## src/rtl/spi_lcd_receiver_pkg.sv

```systemverilog
// Shared opcodes, command FSM encoding and window check used by the SPI LCD receiver.
package spi_lcd_receiver_pkg;

  localparam logic [7:0] CMD_CASET = 8'h2A;
  localparam logic [7:0] CMD_PASET = 8'h2B;
  localparam logic [7:0] CMD_RAMWR = 8'h2C;

  typedef enum logic [2:0] {
    ST_IDLE   = 3'd0,
    ST_CASET  = 3'd1,
    ST_PASET  = 3'd2,
    ST_RAMWR  = 3'd3,
    ST_IGNORE = 3'd4
  } cmd_state_e;

  // A window edge pair is usable only if it is ordered and fits the panel.
  function automatic logic window_ok(input logic [15:0] start,
                                     input logic [15:0] stop,
                                     input logic [15:0] limit);
    return (start <= stop) && (stop < limit);
  endfunction

endpackage

```

## src/rtl/spi_lcd_receiver_if.sv

```systemverilog
// SPI pins in, byte/pixel strobes out, plus the command FSM state for observation.
interface spi_lcd_receiver_if #(
  parameter int WIDTH  = 240,
  parameter int HEIGHT = 320,
  parameter int XW     = $clog2(WIDTH),
  parameter int YW     = $clog2(HEIGHT)
);
  import spi_lcd_receiver_pkg::*;

  logic          i_sclk;
  logic          i_mosi;
  logic          i_dc;
  logic          i_cs;
  logic          o_byte_valid;
  logic [7:0]    o_byte;
  logic          o_byte_dc;
  logic          o_pix_valid;
  logic [XW-1:0] o_pix_x;
  logic [YW-1:0] o_pix_y;
  logic [15:0]   o_pix_color;
  logic          o_frame_done;
  logic          o_err;
  cmd_state_e    dbg_state;

  // Every *_valid / *_done output is a single-cycle strobe with no ready:
  // the consumer must take it that cycle. Payloads hold their last value
  // between strobes.
  modport master (
    output i_sclk, i_mosi, i_dc, i_cs,
    input  o_byte_valid, o_byte, o_byte_dc, o_pix_valid, o_pix_x, o_pix_y,
           o_pix_color, o_frame_done, o_err, dbg_state
  );

  modport slave (
    input  i_sclk, i_mosi, i_dc, i_cs,
    output o_byte_valid, o_byte, o_byte_dc, o_pix_valid, o_pix_x, o_pix_y,
           o_pix_color, o_frame_done, o_err, dbg_state
  );
endinterface

```

## src/rtl/spi_lcd_receiver_byte_deserializer.sv

```systemverilog
// Synchronizes the asynchronous SPI pins and turns MSB-first bits into byte strobes.
module spi_byte_deserializer (
  input  logic       i_clk,
  input  logic       i_rst,
  input  logic       sclk,
  input  logic       mosi,
  input  logic       dc,
  input  logic       cs,
  output logic       byte_valid,
  output logic [7:0] byte_data,
  output logic       byte_dc,
  output logic       err
);

  logic [1:0] sclk_sync;
  logic [1:0] mosi_sync;
  logic [1:0] dc_sync;
  logic [1:0] cs_sync;
  logic       sclk_prev;
  logic       sclk_rise;
  logic [2:0] bit_cnt;
  logic [7:0] shreg;
  logic       dc_lat;
  logic       pend;

  assign sclk_rise = sclk_sync[1] & ~sclk_prev;

  always_ff @(posedge i_clk or negedge i_rst) begin
    if (!i_rst) begin
      sclk_sync  <= 2'b00;
      mosi_sync  <= 2'b00;
      dc_sync    <= 2'b00;
      cs_sync    <= 2'b11;
      sclk_prev  <= 1'b0;
      bit_cnt    <= 3'd0;
      shreg      <= 8'h00;
      dc_lat     <= 1'b0;
      pend       <= 1'b0;
      byte_valid <= 1'b0;
      byte_data  <= 8'h00;
      byte_dc    <= 1'b0;
      err        <= 1'b0;
    end else begin
      sclk_sync  <= {sclk_sync[0], sclk};
      mosi_sync  <= {mosi_sync[0], mosi};
      dc_sync    <= {dc_sync[0], dc};
      cs_sync    <= {cs_sync[0], cs};
      sclk_prev  <= sclk_sync[1];
      byte_valid <= pend;
      pend       <= 1'b0;
      // shreg is quiet for several cycles after the 8th bit, so it is read a cycle late.
      if (pend) begin
        byte_data <= shreg;
        byte_dc   <= dc_lat;
      end
      if (cs_sync[1]) begin
        bit_cnt <= 3'd0;
        if (bit_cnt != 3'd0) err <= 1'b1;
      end else if (sclk_rise) begin
        shreg   <= {shreg[6:0], mosi_sync[1]};
        bit_cnt <= bit_cnt + 3'd1;
        if (bit_cnt == 3'd7) begin
          dc_lat <= dc_sync[1];
          pend   <= 1'b1;
        end
      end
    end
  end

endmodule

```

## src/rtl/spi_lcd_receiver.sv

```systemverilog
// Display-side SPI responder: decodes CASET/PASET/RAMWR into per-pixel write strobes.
module spi_lcd_receiver
  import spi_lcd_receiver_pkg::*;
#(
  parameter int WIDTH  = 240,
  parameter int HEIGHT = 320,
  parameter int XW     = $clog2(WIDTH),
  parameter int YW     = $clog2(HEIGHT)
) (
  input  logic               i_clk,
  input  logic               i_rst,
  spi_lcd_receiver_if.slave  bus
);

  localparam logic [15:0] W16 = 16'(WIDTH);
  localparam logic [15:0] H16 = 16'(HEIGHT);

  logic          byte_valid;
  logic [7:0]    byte_data;
  logic          byte_dc;
  logic          des_err;

  cmd_state_e    state;
  cmd_state_e    state_next;
  logic [1:0]    pidx;
  logic [7:0]    p_sh;
  logic [7:0]    p_sl;
  logic [7:0]    p_eh;
  logic [15:0]   p_start;
  logic [15:0]   p_end;
  logic [XW-1:0] xs;
  logic [XW-1:0] xe;
  logic [YW-1:0] ys;
  logic [YW-1:0] ye;
  logic [XW-1:0] cx;
  logic [YW-1:0] cy;
  logic          hi_valid;
  logic [7:0]    hi_byte;
  logic          win_err;
  logic          pix_valid;
  logic [XW-1:0] pix_x;
  logic [YW-1:0] pix_y;
  logic [15:0]   pix_color;
  logic          frame_done;

  spi_byte_deserializer u_des (
    .i_clk      (i_clk),
    .i_rst      (i_rst),
    .sclk       (bus.i_sclk),
    .mosi       (bus.i_mosi),
    .dc         (bus.i_dc),
    .cs         (bus.i_cs),
    .byte_valid (byte_valid),
    .byte_data  (byte_data),
    .byte_dc    (byte_dc),
    .err        (des_err)
  );

  assign p_start = {p_sh, p_sl};
  assign p_end   = {p_eh, byte_data};

  always_ff @(posedge i_clk or negedge i_rst) begin
    if (!i_rst) state <= ST_IDLE;
    else        state <= state_next;
  end

  // A command byte always redirects the FSM; window loads end after their 4th data byte.
  always_comb begin
    state_next = state;
    if (byte_valid) begin
      if (!byte_dc) begin
        case (byte_data)
          CMD_CASET: state_next = ST_CASET;
          CMD_PASET: state_next = ST_PASET;
          CMD_RAMWR: state_next = ST_RAMWR;
          default:   state_next = ST_IGNORE;
        endcase
      end else if ((state == ST_CASET || state == ST_PASET) && pidx == 2'd3) begin
        state_next = ST_IDLE;
      end
    end
  end

  always_ff @(posedge i_clk or negedge i_rst) begin
    if (!i_rst) begin
      pidx       <= 2'd0;
      p_sh       <= 8'h00;
      p_sl       <= 8'h00;
      p_eh       <= 8'h00;
      xs         <= '0;
      xe         <= XW'(WIDTH - 1);
      ys         <= '0;
      ye         <= YW'(HEIGHT - 1);
      cx         <= '0;
      cy         <= '0;
      hi_valid   <= 1'b0;
      hi_byte    <= 8'h00;
      win_err    <= 1'b0;
      pix_valid  <= 1'b0;
      pix_x      <= '0;
      pix_y      <= '0;
      pix_color  <= 16'h0000;
      frame_done <= 1'b0;
    end else begin
      pix_valid  <= 1'b0;
      frame_done <= 1'b0;
      if (byte_valid) begin
        if (!byte_dc) begin
          // Any command drops a half-received pixel without flagging an error.
          pidx     <= 2'd0;
          hi_valid <= 1'b0;
          if (byte_data == CMD_RAMWR) begin
            cx <= xs;
            cy <= ys;
          end
        end else begin
          case (state)
            ST_CASET, ST_PASET: begin
              pidx <= pidx + 2'd1;
              case (pidx)
                2'd0: p_sh <= byte_data;
                2'd1: p_sl <= byte_data;
                2'd2: p_eh <= byte_data;
                default: begin
                  if (state == ST_CASET) begin
                    if (window_ok(p_start, p_end, W16)) begin
                      xs <= XW'(p_start);
                      xe <= XW'(p_end);
                    end else begin
                      win_err <= 1'b1;
                    end
                  end else begin
                    if (window_ok(p_start, p_end, H16)) begin
                      ys <= YW'(p_start);
                      ye <= YW'(p_end);
                    end else begin
                      win_err <= 1'b1;
                    end
                  end
                end
              endcase
            end
            ST_RAMWR: begin
              if (!hi_valid) begin
                hi_byte  <= byte_data;
                hi_valid <= 1'b1;
              end else begin
                hi_valid  <= 1'b0;
                pix_valid <= 1'b1;
                pix_x     <= cx;
                pix_y     <= cy;
                pix_color <= {hi_byte, byte_data};
                if (cx < xe) begin
                  cx <= cx + XW'(1);
                end else begin
                  cx <= xs;
                  if (cy < ye) begin
                    cy <= cy + YW'(1);
                  end else begin
                    cy         <= ys;
                    frame_done <= 1'b1;
                  end
                end
              end
            end
            default: ;
          endcase
        end
      end
    end
  end

  assign bus.o_byte_valid = byte_valid;
  assign bus.o_byte       = byte_data;
  assign bus.o_byte_dc    = byte_dc;
  assign bus.o_pix_valid  = pix_valid;
  assign bus.o_pix_x      = pix_x;
  assign bus.o_pix_y      = pix_y;
  assign bus.o_pix_color  = pix_color;
  assign bus.o_frame_done = frame_done;
  assign bus.o_err        = des_err | win_err;
  assign bus.dbg_state    = state;

endmodule

```

## src/flat_wrapper.sv

```systemverilog
// flat-port wrapper written by rule: the top's interface ports become plain ports
module spi_lcd_receiver_flat import spi_lcd_receiver_pkg::*;
#(
  parameter int WIDTH  = 240,
  parameter int HEIGHT = 320,
  parameter int XW     = $clog2(WIDTH),
  parameter int YW     = $clog2(HEIGHT)
)
  (i_clk, i_rst, bus_i_sclk, bus_i_mosi, bus_i_dc, bus_i_cs, bus_o_byte_valid, bus_o_byte, bus_o_byte_dc, bus_o_pix_valid, bus_o_pix_x, bus_o_pix_y, bus_o_pix_color, bus_o_frame_done, bus_o_err, bus_dbg_state);
  spi_lcd_receiver_if #(.WIDTH(WIDTH), .HEIGHT(HEIGHT), .XW(XW), .YW(YW)) bus_i ();
  input  logic i_clk;
  input  logic i_rst;
  input wire logic [$bits(bus_i.i_sclk)-1:0] bus_i_sclk;
  input wire logic [$bits(bus_i.i_mosi)-1:0] bus_i_mosi;
  input wire logic [$bits(bus_i.i_dc)-1:0] bus_i_dc;
  input wire logic [$bits(bus_i.i_cs)-1:0] bus_i_cs;
  output wire logic [$bits(bus_i.o_byte_valid)-1:0] bus_o_byte_valid;
  output wire logic [$bits(bus_i.o_byte)-1:0] bus_o_byte;
  output wire logic [$bits(bus_i.o_byte_dc)-1:0] bus_o_byte_dc;
  output wire logic [$bits(bus_i.o_pix_valid)-1:0] bus_o_pix_valid;
  output wire logic [$bits(bus_i.o_pix_x)-1:0] bus_o_pix_x;
  output wire logic [$bits(bus_i.o_pix_y)-1:0] bus_o_pix_y;
  output wire logic [$bits(bus_i.o_pix_color)-1:0] bus_o_pix_color;
  output wire logic [$bits(bus_i.o_frame_done)-1:0] bus_o_frame_done;
  output wire logic [$bits(bus_i.o_err)-1:0] bus_o_err;
  output wire logic [$bits(bus_i.dbg_state)-1:0] bus_dbg_state;
  assign bus_i.i_sclk = bus_i_sclk;
  assign bus_i.i_mosi = bus_i_mosi;
  assign bus_i.i_dc = bus_i_dc;
  assign bus_i.i_cs = bus_i_cs;
  assign bus_o_byte_valid = bus_i.o_byte_valid;
  assign bus_o_byte = bus_i.o_byte;
  assign bus_o_byte_dc = bus_i.o_byte_dc;
  assign bus_o_pix_valid = bus_i.o_pix_valid;
  assign bus_o_pix_x = bus_i.o_pix_x;
  assign bus_o_pix_y = bus_i.o_pix_y;
  assign bus_o_pix_color = bus_i.o_pix_color;
  assign bus_o_frame_done = bus_i.o_frame_done;
  assign bus_o_err = bus_i.o_err;
  assign bus_dbg_state = bus_i.dbg_state;
  spi_lcd_receiver #(.WIDTH(WIDTH), .HEIGHT(HEIGHT), .XW(XW), .YW(YW)) u_core (.i_clk(i_clk), .i_rst(i_rst), .bus(bus_i));
endmodule
```

## config.mk

```make
export PLATFORM = sky130hd
export DESIGN_NAME = spi_lcd_receiver_flat
export DESIGN_NICKNAME = d
export VERILOG_FILES = /design/src/rtl/spi_lcd_receiver_pkg.sv /design/src/rtl/spi_lcd_receiver_if.sv /design/src/rtl/spi_lcd_receiver_byte_deserializer.sv /design/src/rtl/spi_lcd_receiver.sv /design/src/flat_wrapper.sv
export SDC_FILE = /design/constraint.sdc
export NUM_CORES = 1
export LEC_CHECK = 0
export ABC_AREA = 1
export CAP_MARGIN = 20
export CORE_AREA = 5 5 123 125
export DETAILED_ROUTE_END_ITERATION = 10
export DIE_AREA = 0 0 128 130
export PLACE_DENSITY_LB_ADDON = 0.2
export SLEW_MARGIN = 20
export SYNTH_ARGS = -nofsm -noshare
export SYNTH_HDL_FRONTEND = slang
export SYNTH_SLANG_ARGS = --single-unit
export TNS_END_PERCENT = 30
```

## constraint.sdc

```tcl
create_clock -name i_clk -period 1.9 [get_ports i_clk]
set_input_delay 0.38 -clock i_clk [delete_from_list [all_inputs] [get_ports i_clk]]
set_output_delay 0.38 -clock i_clk [all_outputs]
set_load 0.05 [all_outputs]
```

==> impl_metrics.prom <==
# TYPE chip_impl_metric gauge
chip_impl_metric{name="reg2reg_slack",unit="ns"} -0.06
chip_impl_metric{name="synth.lib_cells_used.distinct",unit=""} 34
chip_impl_metric{name="hold_path_depth",unit=""} 0
chip_impl_metric{name="syn_to_final_growth",unit="%"} 27.2
chip_impl_metric{name="ir_worst_vdd",unit="mV"} 0.932
chip_impl_info{name="endpoint_kind",value="register"} 1
chip_impl_metric{name="clkTransAtPathRegs",unit="ns"} 0.06
chip_impl_info{name="worstReg2RegEnd",value="u_core.xs[1]"} 1
chip_impl_metric{name="max_freq",unit="MHz"} 510
chip_impl_metric{name="final.period_utilization",unit=""} 1.03
chip_impl_metric{name="cell_internal_pwr",unit="mW"} 6.02
chip_impl_metric{name="max_cap_violations",unit=""} 0
chip_impl_info{name="worst-setup-path-type",value="reg2reg"} 1
chip_impl_metric{name="route.antenna.remaining_nets",unit=""} 0
chip_impl_metric{name="largest_net_degree_at_the_start_of_global_routing",unit=""} 43
chip_impl_metric{name="share_clk_of_total_power",unit=""} 0.515
chip_impl_info{name="min-delay-path-class",value="reg2reg"} 1
chip_impl_metric{name="timing.final.hold_violations",unit=""} 0
chip_impl_metric{name="routed_wirelength",unit="um"} 17400
chip_impl_metric{name="placedCellCount",unit=""} 1045
chip_impl_metric{name="finalWorstPathRequiredPeriod",unit="ns"} 1.96
chip_impl_metric{name="combPwrFrac",unit=""} 0.023
chip_impl_metric{name="num_antenna_cells",unit=""} 0
chip_impl_info{name="failed_checks",value="setup timing"} 1
chip_impl_metric{name="routabilityCongestion",unit=""} 0.867
chip_impl_metric{name="finClkSkew",unit="ns"} 0.0152
chip_impl_metric{name="die-area",unit="sq mm"} 0.0166
chip_impl_metric{name="grt_antenna_before_repair",unit=""} 0
chip_impl_metric{name="dp_slack",unit="ns"} 0.0173
chip_impl_info{name="outcome",value="complete, but fails checks"} 1
chip_impl_metric{name="worst_r2r_path_depth",unit=""} 10
chip_impl_metric{name="power-per-cell-area",unit="mW/mm^2"} 817
chip_impl_metric{name="synthesis.area",unit="sq mm"} 0.00721
chip_impl_metric{name="synth-edff-count",unit=""} 0
chip_impl_metric{name="syn_inst",unit=""} 799
chip_impl_info{name="post-synth-top-count-cell",value="nand2_1"} 1
chip_impl_metric{name="slew_headroom",unit=""} 0.607
chip_impl_metric{name="layout-drive-gt1-share",unit=""} 0.245
chip_impl_metric{name="ctsLongestPathBuffers",unit=""} 2
chip_impl_metric{name="switchingPower",unit="mW"} 1.48
chip_impl_metric{name="timing.critical_path.fanout_max",unit=""} 8
chip_impl_metric{name="sw_frac_of_total",unit=""} 0.197
chip_impl_info{name="yosys.area.top_type",value="dfrtp_1"} 1
chip_impl_info{name="rsz0062_at_grt",value="true"} 1
chip_impl_metric{name="min_setup_slack_post_route",unit="ns"} -0.0625
chip_impl_info{name="crit_path_start_kind",value="register"} 1
chip_impl_metric{name="dieWidth",unit="um"} 128
chip_impl_info{name="top_area_cells_in_the_synthesized_netlist",value="dfrtp_1 (49%), nand2_1 (13%), ha_1 (6.9%)"} 1
chip_impl_metric{name="global_route_wire_length_before_repair",unit="um"} 28000
chip_impl_info{name="cts.root.buffer_cell",value="clkbuf_16"} 1
chip_impl_metric{name="h-tree-depth",unit=""} 4
chip_impl_metric{name="synth_warnings",unit=""} 0
chip_impl_metric{name="timing.critical_path.required",unit="ns"} 2.20
chip_impl_metric{name="synth.net_count",unit=""} 845
chip_impl_metric{name="port_buffers",unit=""} 54
chip_impl_info{name="tritoncts_clock_tree",value="done"} 1
chip_impl_metric{name="io_pins",unit=""} 55
chip_impl_metric{name="synth.top_cell.area_share",unit=""} 0.493
chip_impl_metric{name="fp.coreArea",unit="sq mm"} 0.0138
chip_impl_metric{name="worst_pin_slew",unit="ns"} 0.588
chip_impl_metric{name="ys_async_rst_share",unit=""} 1.00
chip_impl_metric{name="groute.usage.overall",unit=""} 0.216
chip_impl_metric{name="detailed_place_hpwl",unit="um"} 12000
chip_impl_metric{name="fp-row-count",unit=""} 43
chip_impl_metric{name="total_leakage_power",unit="nW"} 4.42
chip_impl_info{name="ys_dominant_reg_cell",value="dfrtp_1"} 1
chip_impl_metric{name="power_frac_seq",unit=""} 0.462
chip_impl_info{name="worst_hold_path.endpoint",value="u_core.u_des.mosi_sync[1]"} 1
chip_impl_metric{name="vias",unit=""} 5591
chip_impl_metric{name="routed_length_per_instance",unit="um"} 16.0
chip_impl_metric{name="finish.net_count",unit=""} 939
chip_impl_metric{name="via_per_inst",unit=""} 5.15
chip_impl_metric{name="layout.cells.non_filler",unit=""} 1086
chip_impl_metric{name="initial_core_util",unit=""} 0.524
chip_impl_info{name="min-delay-start",value="u_core.u_des.mosi_sync[0]"} 1
chip_impl_metric{name="grt_pass1_vias",unit=""} 5621
chip_impl_metric{name="finalSetupViolations",unit=""} 32
chip_impl_metric{name="die_height",unit="um"} 130
chip_impl_metric{name="sequential_share_of_the_synthesized_area",unit=""} 0.551
chip_impl_metric{name="worstSkewPairLatency",unit="ns"} 0.43
chip_impl_info{name="r2r-start",value="u_core.p_eh[7]"} 1
chip_impl_metric{name="cts_inserted_buffers",unit=""} 17
chip_impl_metric{name="slew_violations",unit=""} 0
chip_impl_metric{name="grt-ovfl-total",unit=""} 0
chip_impl_metric{name="detailedRoute.firstPassIterationCount",unit=""} 4
chip_impl_metric{name="drtIter0Drc",unit=""} 302
chip_impl_info{name="post_synth_most_frequent_cells",value="nand2_1 (241), dfrtp_1 (142), inv_1 (90)"} 1
chip_impl_metric{name="timing.critical_path.arrival",unit="ns"} 2.27
chip_impl_metric{name="numClockSinks",unit=""} 158
chip_impl_metric{name="timing.hold.ws",unit="ns"} 0.353
chip_impl_metric{name="postSynthAreaPerCell",unit="sq um"} 9.03
chip_impl_metric{name="drc",unit=""} 0
chip_impl_metric{name="num-fill-cells",unit=""} 1129
chip_impl_metric{name="synth_seq_cells",unit=""} 158
[cells in the final DEF (no fill, tap or decap), types with 20 or more instances in the layout]
cell type,n
nand2_1,218
dfrtp_1,135
inv_1,83
buf_4,77
o21ai_0,76
o21ai_1,32
ha_1,31
nand3_1,27
nor2_1,23
clkbuf_16,21
nand2_2,20
[how the worst max path moves through the flow]
stage | from | endpoint | slack, ns | cells past startpoint
2_1_floorplan | u_core.u_des.byte_data[2] | u_core.ys[1] | -0.02 | 16
3_3_place_gp | u_core.xe[1] | u_core.cx[6] | 0.07 | 10
3_5_place_dp | u_core.xe[7] | u_core.cx[6] | 0.02 | 9
4_1_cts | u_core.p_eh[7] | u_core.ye[4] | 0.003 | 11
5_1_grt | u_core.p_eh[7] | u_core.xs[1] | -0.15 | 10
6_report | u_core.p_eh[7] | u_core.xs[1] | -0.06 | 10
[stage by stage]
stage,TNS (ns),total power [mW],util,instance area [sq um]
floorplan,-0.0517,3.58,-,7330
global placement,0,3.68,0.594,8180
detailed placement,0,3.70,0.594,8180
CTS,0,7.55,0.644,8870
global route,-4.60,7.75,0.666,9170
finish,-0.790,7.49,0.666,9170
[repair_timing]
action | in CTS | in global routing
pin swaps | 0 | 5
resized for setup | 7 | 49
hold endpoints to repair | 34 | 0
hold buffers | 1 | 0
setup endpoints to repair | 23 | 56
setup buffers | 1 | 2
gates cloned | 0 | 5
[routing by layer]
| layer | up-vias | GRT usage | routed length, um | part of all wire |
|---|---|---|---|---|
| met2 | 111 | 0.359 | 8690 | 0.50 |
| met5 | - | 0 | 0 | 0 |
| met1 | 2685 | 0.274 | 7500 | 0.43 |
| li1 | 2754 | - | - | - |
| met3 | 41 | 0.0442 | 606 | 0.035 |
| met4 | 0 | 0.0968 | 561 | 0.032 |
[logic make-up after synthesis]
logic type      Yosys count  synth area share
compound gates          152             0.114
xor+xnor                 11            0.0134
fa+ha+maj                40            0.0694
buf+inv                 121            0.0687
flops                   158             0.551
mux                       3           0.00468
simple gates            314             0.179
[power groups by stage]
stage               clock network [mW]  registers, mW  logic (mW)
global placement                     0           3.52       0.164
floorplan                            0           3.52      0.0600
CTS                               3.91           3.46       0.180
finish                            3.86           3.46       0.172
detailed placement                   0           3.52       0.177
global route                      4.07           3.47       0.205
[worst max-delay path: stages, from the launching register on]
cell and delay (ns):
dfrtp_1 0.36, inv_1 0.06, ha_1 0.36, nand2_2 0.12, nor3_2 0.19, nand3_1 0.16, nand2_4 0.13, nand3_4 0.13
clkbuf_16 0.20, nand2_2 0.05, o21ai_1 0.06
[flip-flops by register name (all words and copies together) (netlist names), 9 cells and up]
signal / count
u_core.ye: 9
u_core.bus.o_pix_y: 9
u_core.bus.o_pix_color: 16
u_core.cy: 9
u_core.ys: 9
[cell type report]
type / instances / area, sq um / area share
sequential: 158 / 3980 / 0.434
clock buffer: 22 / 464 / 0.0506
inverter: 97 / 373 / 0.0406
multi-input combinational: 520 / 3000 / 0.327
timing repair buffer: 99 / 915 / 0.0997
tap: 180 / 225 / 0.0245
clock inverter: 10 / 210 / 0.0229
Note: power is estimated with default switching activity, not from simulation.
